`src/rtl/nbit_serial_adder_subtractor.sv`:
```
// Digit-serial adder/subtractor with start/ready/done handshake.
// Ports: clk_in, reset_in (sync, active-high), start_in, a_in, b_in, c_in,
//        control_in (0=add, 1=sub) in; ready_out, done_out, result_out,
//        carry_out (carry or borrow), overflow_out (signed) out.
module nbit_serial_adder_subtractor #(
    parameter int WIDTH = 16,
    parameter int DIGIT = 4
) (
    input  logic             clk_in,
    input  logic             reset_in,
    input  logic             start_in,
    input  logic [WIDTH-1:0] a_in,
    input  logic [WIDTH-1:0] b_in,
    input  logic             c_in,
    input  logic             control_in,
    output logic             ready_out,
    output logic             done_out,
    output logic [WIDTH-1:0] result_out,
    output logic             carry_out,
    output logic             overflow_out
);

    localparam int NDIG = WIDTH / DIGIT;
    localparam int CW   = (NDIG > 1) ? $clog2(NDIG) : 1;
    localparam logic [CW-1:0] LAST = CW'(NDIG - 1);

    typedef enum logic [1:0] {
        IDLE = 2'd0,
        RUN  = 2'd1,
        DONE = 2'd2
    } state_t;

    state_t           state_q, state_d;
    logic [CW-1:0]    cnt_q, cnt_d;
    logic [WIDTH-1:0] a_q, a_d;
    logic [WIDTH-1:0] b_q, b_d;
    logic             cy_q, cy_d;
    logic             sub_q, sub_d;
    logic [WIDTH-1:0] res_q, res_d;
    logic [WIDTH-1:0] result_q, result_d;
    logic             cout_q, cout_d;
    logic             ovf_q, ovf_d;

    logic [DIGIT:0]       dsum;
    logic                 msb_cin;
    logic [WIDTH+DIGIT-1:0] shifted;

    // b_q already holds ~B for subtraction, so the digit path is a plain add.
    assign dsum = {1'b0, a_q[DIGIT-1:0]}
                + {1'b0, b_q[DIGIT-1:0]}
                + {{DIGIT{1'b0}}, cy_q};

    // Carry into the digit MSB recovered from its sum bit.
    assign msb_cin = a_q[DIGIT-1] ^ b_q[DIGIT-1] ^ dsum[DIGIT-1];

    // New digit enters at the top; after NDIG shifts digit 0 sits at the LSB.
    assign shifted = {dsum[DIGIT-1:0], res_q};

    always_comb begin
        state_d  = state_q;
        cnt_d    = cnt_q;
        a_d      = a_q;
        b_d      = b_q;
        cy_d     = cy_q;
        sub_d    = sub_q;
        res_d    = res_q;
        result_d = result_q;
        cout_d   = cout_q;
        ovf_d    = ovf_q;

        unique case (state_q)
            RUN: begin
                a_d   = a_q >> DIGIT;
                b_d   = b_q >> DIGIT;
                cy_d  = dsum[DIGIT];
                res_d = shifted[WIDTH+DIGIT-1:DIGIT];
                cnt_d = cnt_q + CW'(1);
                if (cnt_q == LAST) begin
                    state_d  = DONE;
                    cnt_d    = '0;
                    result_d = shifted[WIDTH+DIGIT-1:DIGIT];
                    // Borrow is the inverted carry of A + ~B + ~bin.
                    cout_d   = dsum[DIGIT] ^ sub_q;
                    ovf_d    = msb_cin ^ dsum[DIGIT];
                end
            end
            DONE: begin
                state_d = IDLE;
            end
            default: begin
                state_d = IDLE;
            end
        endcase

        // Accept from IDLE or DONE (back-to-back issue).
        if (start_in && state_q != RUN) begin
            state_d = RUN;
            cnt_d   = '0;
            a_d     = a_in;
            b_d     = control_in ? ~b_in : b_in;
            cy_d    = c_in ^ control_in;
            sub_d   = control_in;
        end
    end

    always_ff @(posedge clk_in) begin
        if (reset_in) begin
            state_q  <= IDLE;
            cnt_q    <= '0;
            a_q      <= '0;
            b_q      <= '0;
            cy_q     <= 1'b0;
            sub_q    <= 1'b0;
            res_q    <= '0;
            result_q <= '0;
            cout_q   <= 1'b0;
            ovf_q    <= 1'b0;
        end else begin
            state_q  <= state_d;
            cnt_q    <= cnt_d;
            a_q      <= a_d;
            b_q      <= b_d;
            cy_q     <= cy_d;
            sub_q    <= sub_d;
            res_q    <= res_d;
            result_q <= result_d;
            cout_q   <= cout_d;
            ovf_q    <= ovf_d;
        end
    end

    assign ready_out    = (state_q != RUN);
    assign done_out     = (state_q == DONE);
    assign result_out   = result_q;
    assign carry_out    = cout_q;
    assign overflow_out = ovf_q;

endmodule
```
`config.mk`:
```
export PLATFORM = sky130hd
export DESIGN_NAME = nbit_serial_adder_subtractor
export DESIGN_NICKNAME = d
export VERILOG_FILES = /design/src/rtl/nbit_serial_adder_subtractor.sv
export SDC_FILE = /design/constraint.sdc
export NUM_CORES = 1
export LEC_CHECK = 0
export CAP_MARGIN = 5
export CELL_PAD_IN_SITES_DETAIL_PLACEMENT = 0
export CELL_PAD_IN_SITES_GLOBAL_PLACEMENT = 1
export CORE_ASPECT_RATIO = 0.8
export CORE_MARGIN = 4
export CORE_UTILIZATION = 39
export DETAILED_ROUTE_END_ITERATION = 16
export PLACE_DENSITY_LB_ADDON = 0.12
export REMOVE_ABC_BUFFERS = 1
export SLEW_MARGIN = 20
export SYNTH_ARGS = -nofsm -noshare
export SYNTH_HDL_FRONTEND = slang
export SYNTH_SLANG_ARGS = --single-unit
export TNS_END_PERCENT = 10
```
`constraint.sdc`:
```
create_clock -name clk_in -period 2.2 [get_ports clk_in]
set_input_delay 0.44 -clock clk_in [delete_from_list [all_inputs] [get_ports clk_in]]
set_output_delay 0.44 -clock clk_in [all_outputs]
set_load 0.02 [all_outputs]
```
==> results.md, run 1 <==
- Global placer's final weighted congestion: 0.727
- Synthesized area: 0.00289 mm2
- Total vias in the final route: 2,243
- Hold Fails Final Rpt: 0
- Seq cells post-synth: 68
- Final max-slew violation count: 0
- CTS tree: done
- Detailed Route Iter0 Violations: 64
- Routed len/inst: 13.9 um
- Required time of the critical path: 2.47 ns
- Gr ovfl total: 0
- Vias/cell: 5.07
- Prevailing post-synth register cell: dfxtp_1
- Total Nets Final: 393
- Startpoint Class: register
- Leak: 1.43 nW
- Finished Layout Cells: 442
- Part of the Yosys area used for sequential elements: 0.471
- Final min period: 2.04 ns
- Outcome: complete, no violations
- First-pass GRT wire length: 10.1 mm
- Die Area: 0.00886 mm2
- Initial core utilization: 0.411
- WHS Path Cells: 2
- Row count: 27
- Core Region: 0.00703 mm2
- Clock sinks: 68
- Setup violations, final: 0
- Crit Path Class: register to register
- Final Cycle Share: 0.927
- Post-DP HPWL: 4.06 mm
- Power per cell area: 769 mW/mm2
- Port bufs: 56
- Final ANT Viol Nets: 0
- Post-layout util: 0.526
- Maximum vdd drop: 0.000390 V
- IO Pins: 57
- Largest net degree at the start of global routing: 55
- Critical path fanouts, max: 3
- All-layer global routing usage: 0.143
- Synth unique cells: 31
- Post-CTS setup buffers: 0
- Gate Count Post-Synth: 302
- Setup crit end kind: register
- CTS Buf Count: 9
- Latest clock arrival within the worst-skew pair: 0.35 ns
- Vias in the first global route: 2,036
- Area grow syn2layout: 27.9%
- # DRC: 0
- Ys async rst share: 0
- Slew headroom: 0.672
- Initial antenna violation count: 0
- CP arrival: 2.31 ns
- Synth Area per Inst: 9.57 um2
- Post-synth EDFFs: 0
- # H-tree levels: 3
- Yosys warnings: 0
- Total routed wirelength: 6.13 mm
- Reported max-cap violation count: 0
- Unrepaired setup endpoints after global routing: no
- Drt first pass iters: 4
- Setup WS pre-CTS: 0.159 ns
- Worst-margin pin slew: 0.490 ns
- Final Worst Setup Slack: 0.160 ns
- HP Class: register to register
- Clock root buffer: clkbuf_8
- Diode count: 0
- Share of layout cells above drive strength 1: 0.0901
- Horiz. Die Dim: 104 um
- Max Root-Sink Buffers: 2
- Post-CTS Hold Fix Bufs: 0
- Clock Skew: 0.00970 ns
- Worst r2r path cells: 6
- Fmax: 0.490 GHz
- Die Ht: 85.0 um
- Worst-path clk slew: 0.08 ns
- Placed cell count: 426
- CTS resizes: 0
==> cell families (layout without fill, tap and decap cells) <==
logic type	count (synthesis)	in the layout	share of synthesized area
AO/OA/AOI/OAI	82	82	0.203
XOR/XNOR	21	21	0.0637
adder cells (fa/ha/maj)	6	6	0.0312
buffers and inverters	28	81	0.0619
flip-flops	68	68	0.471
multiplexers	16	16	0.0554
AND/OR/NAND/NOR	81	81	0.113
==> metrics by stage <==
step,power [mW],cell area [um2],setup TNS [ns],hold WS (ns)
2_1_floorplan,1.55,2720,-4.93,0.430
3_3_place_gp,1.72,3470,0,0.448
3_5_place_dp,1.73,3470,0,0.452
4_1_cts,2.88,3700,0,0.461
5_1_grt,2.98,3700,0,0.489
6_report,2.84,3700,0,0.460
==> per-layer routing <==
layer,up-vias,part of all wire,routed length [um],track usage
met4,0,0.0059,36,0.0471
li1,1155,-,-,-
met1,1039,0.50,3090,0.191
met2,43,0.43,2640,0.209
met3,6,0.058,357,0.0616
met5,-,0,0,0
==> state kept, by name (all words and copies together), names as in the netlist, 2 cells and up <==
register,count
b_q,16
state_q,2
cnt_q,2
res_q,12
result_out,16
a_q,16
==> cells in the final DEF, fill, tap and decap left out <==
| cell type | netlist | final |
|---|---|---|
| dfxtp_1 | 68 | 68 |
| clkdlybuf4s50_1 | 0 | 54 |
| nor2_1 | 47 | 47 |
| a211oi_1 | 29 | 29 |
| a21oi_1 | 28 | 28 |
| nand2_1 | 25 | 25 |
| xnor2_1 | 21 | 21 |
| mux2i_1 | 16 | 16 |
| a22o_1 | 16 | 16 |
| clkbuf_8 | 0 | 9 |
| ha_1 | 4 | 4 |
| buf_4 | 3 | 4 |
| clkinv_4 | 0 | 3 |
| buf_12 | 1 | 3 |
| inv_2 | 2 | 2 |
| nor2b_1 | 2 | 2 |
| and3_1 | 2 | 2 |
| a21o_1 | 2 | 2 |
| a21oi_2 | 2 | 2 |
| fa_1 | 2 | 2 |
| bufinv_16 | 0 | 2 |
| buf_2 | 12 | 2 |
| nor2b_4 | 0 | 1 |
| nor3_1 | 1 | 1 |
| a311oi_1 | 1 | 1 |
| a21oi_4 | 1 | 1 |
| nand3b_1 | 1 | 1 |
| nand2b_1 | 1 | 1 |
| o211ai_1 | 1 | 1 |
| nand3_1 | 1 | 1 |
| a31o_1 | 1 | 1 |
| a311oi_2 | 1 | 1 |
| inv_6 | 0 | 1 |
| clkinv_2 | 0 | 1 |
==> Yosys cell counts, types with 2 or more instances <==
cell type	instances	area (um2)
a22o_1	16	140
buf_6	4	45.0
a211oi_1	29	218
a21oi_2	2	17.5
xnor2_1	21	184
a21oi_1	28	140
dfxtp_1	68	1360
mux2i_1	16	160
inv_2	2	7.51
buf_2	12	60.1
a21o_1	2	15.0
and3_1	2	12.5
nand2_1	25	93.8
clkbuf_1	5	18.8
nor2b_1	2	12.5
ha_1	4	50.1
nor2_1	47	176
fa_1	2	40.0
buf_4	3	22.5
==> cell type report <==
type / instances / area [um2]
fillers: 694 / 3330
repair buffers: 63 / 641
inverters: 2 / 7.51
clock inverters: 7 / 100
multi-input cells: 206 / 1350
well taps: 87 / 109
clock buffers: 9 / 124
flip-flops and latches: 68 / 1360
==> power breakdown <==
part / switching, mW / total (mW) / internal [mW]
clock: 0.502 / 1.15 / 0.645
sequential: 0.0374 / 1.33 / 1.29
combinational: 0.185 / 0.365 / 0.180
==> worst max-delay path, stage by stage, from the launching register on <==
cell,delay [ns]
dfxtp_1,0.33
fa_1,0.46
fa_1,0.41
a21o_1,0.21
a21oi_2,0.20
xnor2_1,0.11
a311oi_2,0.25
==> worst paths after layout <==
kind	start	endpoint	slack, ns
min reg2reg	res_q[6]	res_q[6]	0.46
max	a_q[0]	overflow_out	0.16
max reg2reg	a_q[0]	overflow_out	0.16
min	res_q[6]	res_q[6]	0.46
(Power assumes the default switching activity.)
==> run 2, diff against run 1 <==
- clock period: 2.2 -> 2 ns (I/O delays scaled with it)
==> results.md, run 2 (synthesis gave the netlist of run 1 again) <==
- Outcome: complete, no violations
- Clock Skew: 0.0137 ns
- HP Class: input port to register
- Fmax: 0.518 GHz
- Commonest non-fill, non-tap cells in the layout: dfxtp_1, clkdlybuf4s50_1, nor2_1, a211oi_1, a21oi_1
- Hold Fails Final Rpt: 0
- Final max-slew violation count: 0
- CTS tree: done
- Vias in the first global route: 2,131
- Launch point of the worst reg-to-reg path: a_q[0]
- Flop2flop setup slack: 0.07 ns
- Worst r2r path cells: 6
- Hold wc startpoint: reset_in
- Row count: 27
- Startpoint Class: register
- Latest clock arrival within the worst-skew pair: 0.34 ns
- WHS Path Cells: 3
- Routed len/inst: 13.7 um
- Post-DP HPWL: 4.13 mm
- Gr ovfl total: 0
- CTS Buf Count: 9
- Setup crit end kind: register
- All-layer global routing usage: 0.144
- Port bufs: 56
- Die Ht: 85.0 um
- Worst-margin pin slew: 0.478 ns
- Max Root-Sink Buffers: 2
- Initial core utilization: 0.411
- Unrepaired setup endpoints after global routing: no
- Reported max-cap violation count: 0
- FF-to-FF End: overflow_out
- Worst Setup EP: overflow_out
- Clock root buffer: clkbuf_8
- Post-layout util: 0.531
- First-pass GRT wire length: 10.2 mm
- # DRC: 0
- Area grow syn2layout: 29.2%
- Final ANT Viol Nets: 0
- Core Region: 0.00703 mm2
- Vias/cell: 5.01
- Power per cell area: 869 mW/mm2
- Clock sinks: 68
- Die Area: 0.00886 mm2
- Post-CTS Hold Fix Bufs: 0
- Drt first pass iters: 4
- Diode count: 0
- Leak: 1.45 nW
- Total power: 3.24 mW
- Crit Path Class: register to register
- Required time of the critical path: 2.25 ns
- Horiz. Die Dim: 104 um
- Global placer's final weighted congestion: 0.746
- CP arrival: 2.18 ns
- Slew headroom: 0.681
- Initial antenna violation count: 0
- Detailed Route Iter0 Violations: 68
- Setup violations, final: 0
- Most common cell after layout, fill and taps aside: dfxtp_1
- Final Cycle Share: 0.965
- Total routed wirelength: 6.09 mm
- Total vias in the final route: 2,231
- Critical path fanouts, max: 3
- CP Launch Point: a_q[0]
- Largest net degree at the start of global routing: 55
- Worst-path clk slew: 0.08 ns
- Share of layout cells above drive strength 1: 0.103
- IO Pins: 57
- Total Nets Final: 396
- Final min period: 1.93 ns
- Maximum vdd drop: 0.000357 V
- # H-tree levels: 3
-- run 2: where the power goes --
group          internal (mW)  switching [mW]
logic                  0.203           0.202
registers               1.42          0.0424
clock network          0.837           0.539
total                   2.46           0.783
-- run 2: per-stage QoR --
| stage | setup TNS, ns | cells | cell area, um2 | hold slack, ns | worst slack, ns |
|---|---|---|---|---|---|
| 3_5_place_dp | -0.0385 | 428 | 3470 | 0.451 | -0.0385 |
| 5_1_grt | 0 | 445 | 3730 | 0.423 | 0.00122 |
| 4_1_cts | 0 | 445 | 3730 | 0.409 | 0.0195 |
| 2_1_floorplan | -13.95 | 276 | 2720 | 0.430 | -0.536 |
| 3_3_place_gp | 0 | 428 | 3470 | 0.446 | 0.0161 |
| 6_report | 0 | 445 | 3730 | 0.433 | 0.0703 |
-- run 2: worst min-delay path by stage --
stage / end
2_1_floorplan: res_q[4]
6_report: res_q[15]
5_1_grt: res_q[15]
3_3_place_gp: res_q[6]
3_5_place_dp: res_q[4]
4_1_cts: res_q[15]
-- run 2: worst max-delay path: stages (launching register included) --
cell      delay, ns
dfxtp_1        0.34
fa_2           0.41
fa_2           0.35
a21o_1         0.19
a21oi_2        0.20
xnor2_1        0.11
a311oi_2       0.25
-- run 2: metal layers --
layer  GRT usage  share of wire  wire, um
met1       0.195           0.52      3170
met2       0.215           0.43      2600
met3      0.0570          0.045       273
met4      0.0399         0.0069        42
met5           0              0         0
-- run 2: area by class of cell --
class,count,area [um2]
clock buffer,9,124
clock inverter,7,121
fill,697,3290
inverter,2,7.51
multi-input combinational,206,1360
sequential,68,1360
tap,87,109
timing repair buffer,66,651
-- run 2: what timing repair did --
item | CTS | global route
hold endpoints to repair | 0 | 0
buffers inserted | 1 | 0
resized for setup | 1 | 1
endpoints found under the setup margin | 1 | 2
gates cloned | 0 | 0
pin swaps | 1 | 1
==> run 3, diff against run 2 <==
- CAP_MARGIN: 5 -> 40
- REMOVE_ABC_BUFFERS: 1 -> not set
==> results.md, run 3 (synthesis gave the netlist of run 1 again) <==
- FILL cells: 677
- Launch point of the worst reg-to-reg path: cy_q
- Slowest cell on the critical path: clkdlybuf4s50_1
- Register area: 0.00136 mm2
- Global placer's final weighted congestion: 0.752
- Bufs and invs on worst path: 1
- Leak: 1.45 nW
- Diode count: 0
- Initial core utilization: 0.411
- CTS tree: done
- Hold Fails Final Rpt: 0
- Gr ovfl total: 0
- Vias in the first global route: 2,086
- Largest net degree at the start of global routing: 43
- Maximum vdd drop: 0.000413 V
- Setup crit end kind: output pin
- Commonest non-fill, non-tap cells in the layout: dfxtp_1, clkdlybuf4s50_1, nor2_1, a211oi_1, a21oi_1
- IO Pins: 57
- Unrepaired setup endpoints after global routing: no
- HP Class: register to register
- Latest clock arrival within the worst-skew pair: 0.34 ns
- Critical path fanouts, max: 2
- Setup violations, final: 0
- CP Launch Point: state_q[1]
- Final Hold Slack: 0.457 ns
- Final Cycle Share: 0.951
- Startpoint Class: register
- Final Worst Setup Slack: 0.0979 ns
- Reported max-cap violation count: 0
- Vias/cell: 4.97
- Horiz. Die Dim: 104 um
- Port bufs: 56
- Finished Layout Cells: 446
- First-pass GRT wire length: 10.4 mm
- Final ANT Viol Nets: 0
- Clock root buffer: clkbuf_8
- Row count: 27
- Total Nets Final: 397
- Most common cell after layout, fill and taps aside: dfxtp_1
- Final max-slew violation count: 0
- Final min period: 1.90 ns
- Fmax: 0.526 GHz
- Post-DP HPWL: 4.41 mm
- Total vias in the final route: 2,217
- Outcome: complete, no violations
- Post-Syn Nets: 345
- Post-CTS setup buffers: 0
- Worst-margin pin slew: 0.472 ns
- Die Ht: 85.0 um
- Required time of the critical path: 1.60 ns
- Clock Skew: 0.00894 ns
- Slew headroom: 0.684
- CTS Buf Count: 9
- Power per cell area: 839 mW/mm2
- CP arrival: 1.50 ns
- Post-CTS Hold Fix Bufs: 0
- CP peak stage delay: 0.62 ns
- All-layer global routing usage: 0.147
- Max Root-Sink Buffers: 2
- Die Area: 0.00886 mm2
- Hold wc startpoint: res_q[5]
- Clock sinks: 68
- Core Region: 0.00703 mm2
- Share of layout cells above drive strength 1: 0.106
- Delay-heaviest family, CP: buffers and inverters
- Multi-input logic area: 0.00136 mm2
- Drt first pass iters: 4
- Detailed Route Iter0 Violations: 92
- Crit Path Class: register to output pin
- Placed cell count: 430
- # H-tree levels: 3
- Worst-path clk slew: 0.08 ns
- Initial antenna violation count: 0
- # DRC: 0
- Area grow syn2layout: 29.3%
- Routed len/inst: 14.0 um
- Critical Path, Cell by Cell: nor2b_1 > clkdlybuf4s50_1
- Setup WS pre-CTS: -0.0631 ns
- Total routed wirelength: 6.25 mm
[run 3: worst paths after layout]
kind                            slack [ns]  cells past startpoint            to
worst max register to register         0.1                      6  overflow_out
worst min register to register        0.46                      2      res_q[5]
worst max-delay path                   0.1                      2      done_out
worst min-delay path                  0.46                      2      res_q[5]
[run 3: cell type report]
type	count	area share
Clock buffer	9	0.0332
Clock inverter	7	0.0265
Inverter	2	0.00201
Multi-Input combinational cell	206	0.364
Sequential cell	68	0.365
Tap cell	87	0.0291
Timing Repair Buffer	67	0.181
[run 3: per-stage QoR]
step                utilization  power (mW)  TNS [ns]  cell area, um2
floorplan                     -        1.76         0            2890
global placement          0.499        1.90         0            3510
detailed placement        0.499        1.91   -0.0705            3510
CTS                       0.532        3.17         0            3730
global route              0.532        3.27         0            3740
finish                    0.532        3.13         0            3740
[run 3: layer usage]
| metal | vias up | part of all wire | global-route usage |
|---|---|---|---|
| li1 | 1158 | - | - |
| met1 | 1007 | 0.51 | 0.201 |
| met2 | 48 | 0.44 | 0.225 |
| met3 | 4 | 0.042 | 0.0479 |
| met4 | 0 | 0.0074 | 0.0362 |
| met5 | - | 0 | 0 |
[run 3: repair_timing]
action                     CTS  global route
gates resized for setup      2             1
setup endpoints to repair    2             1
pin swaps                    1             4
[run 3: worst reg2reg max path: stages, from the launching register on]
cell and delay (ns):
dfxtp_2 0.33, fa_2 0.40, fa_2 0.35, a21o_1 0.20
a21oi_2 0.20, xnor2_1 0.10, a311oi_2 0.23
[run 3: where the power goes]
part	internal (mW)	total [mW]	switching, mW
Combinational	0.207	0.410	0.203
Clock	0.710	1.26	0.549
Sequential	1.42	1.47	0.0443
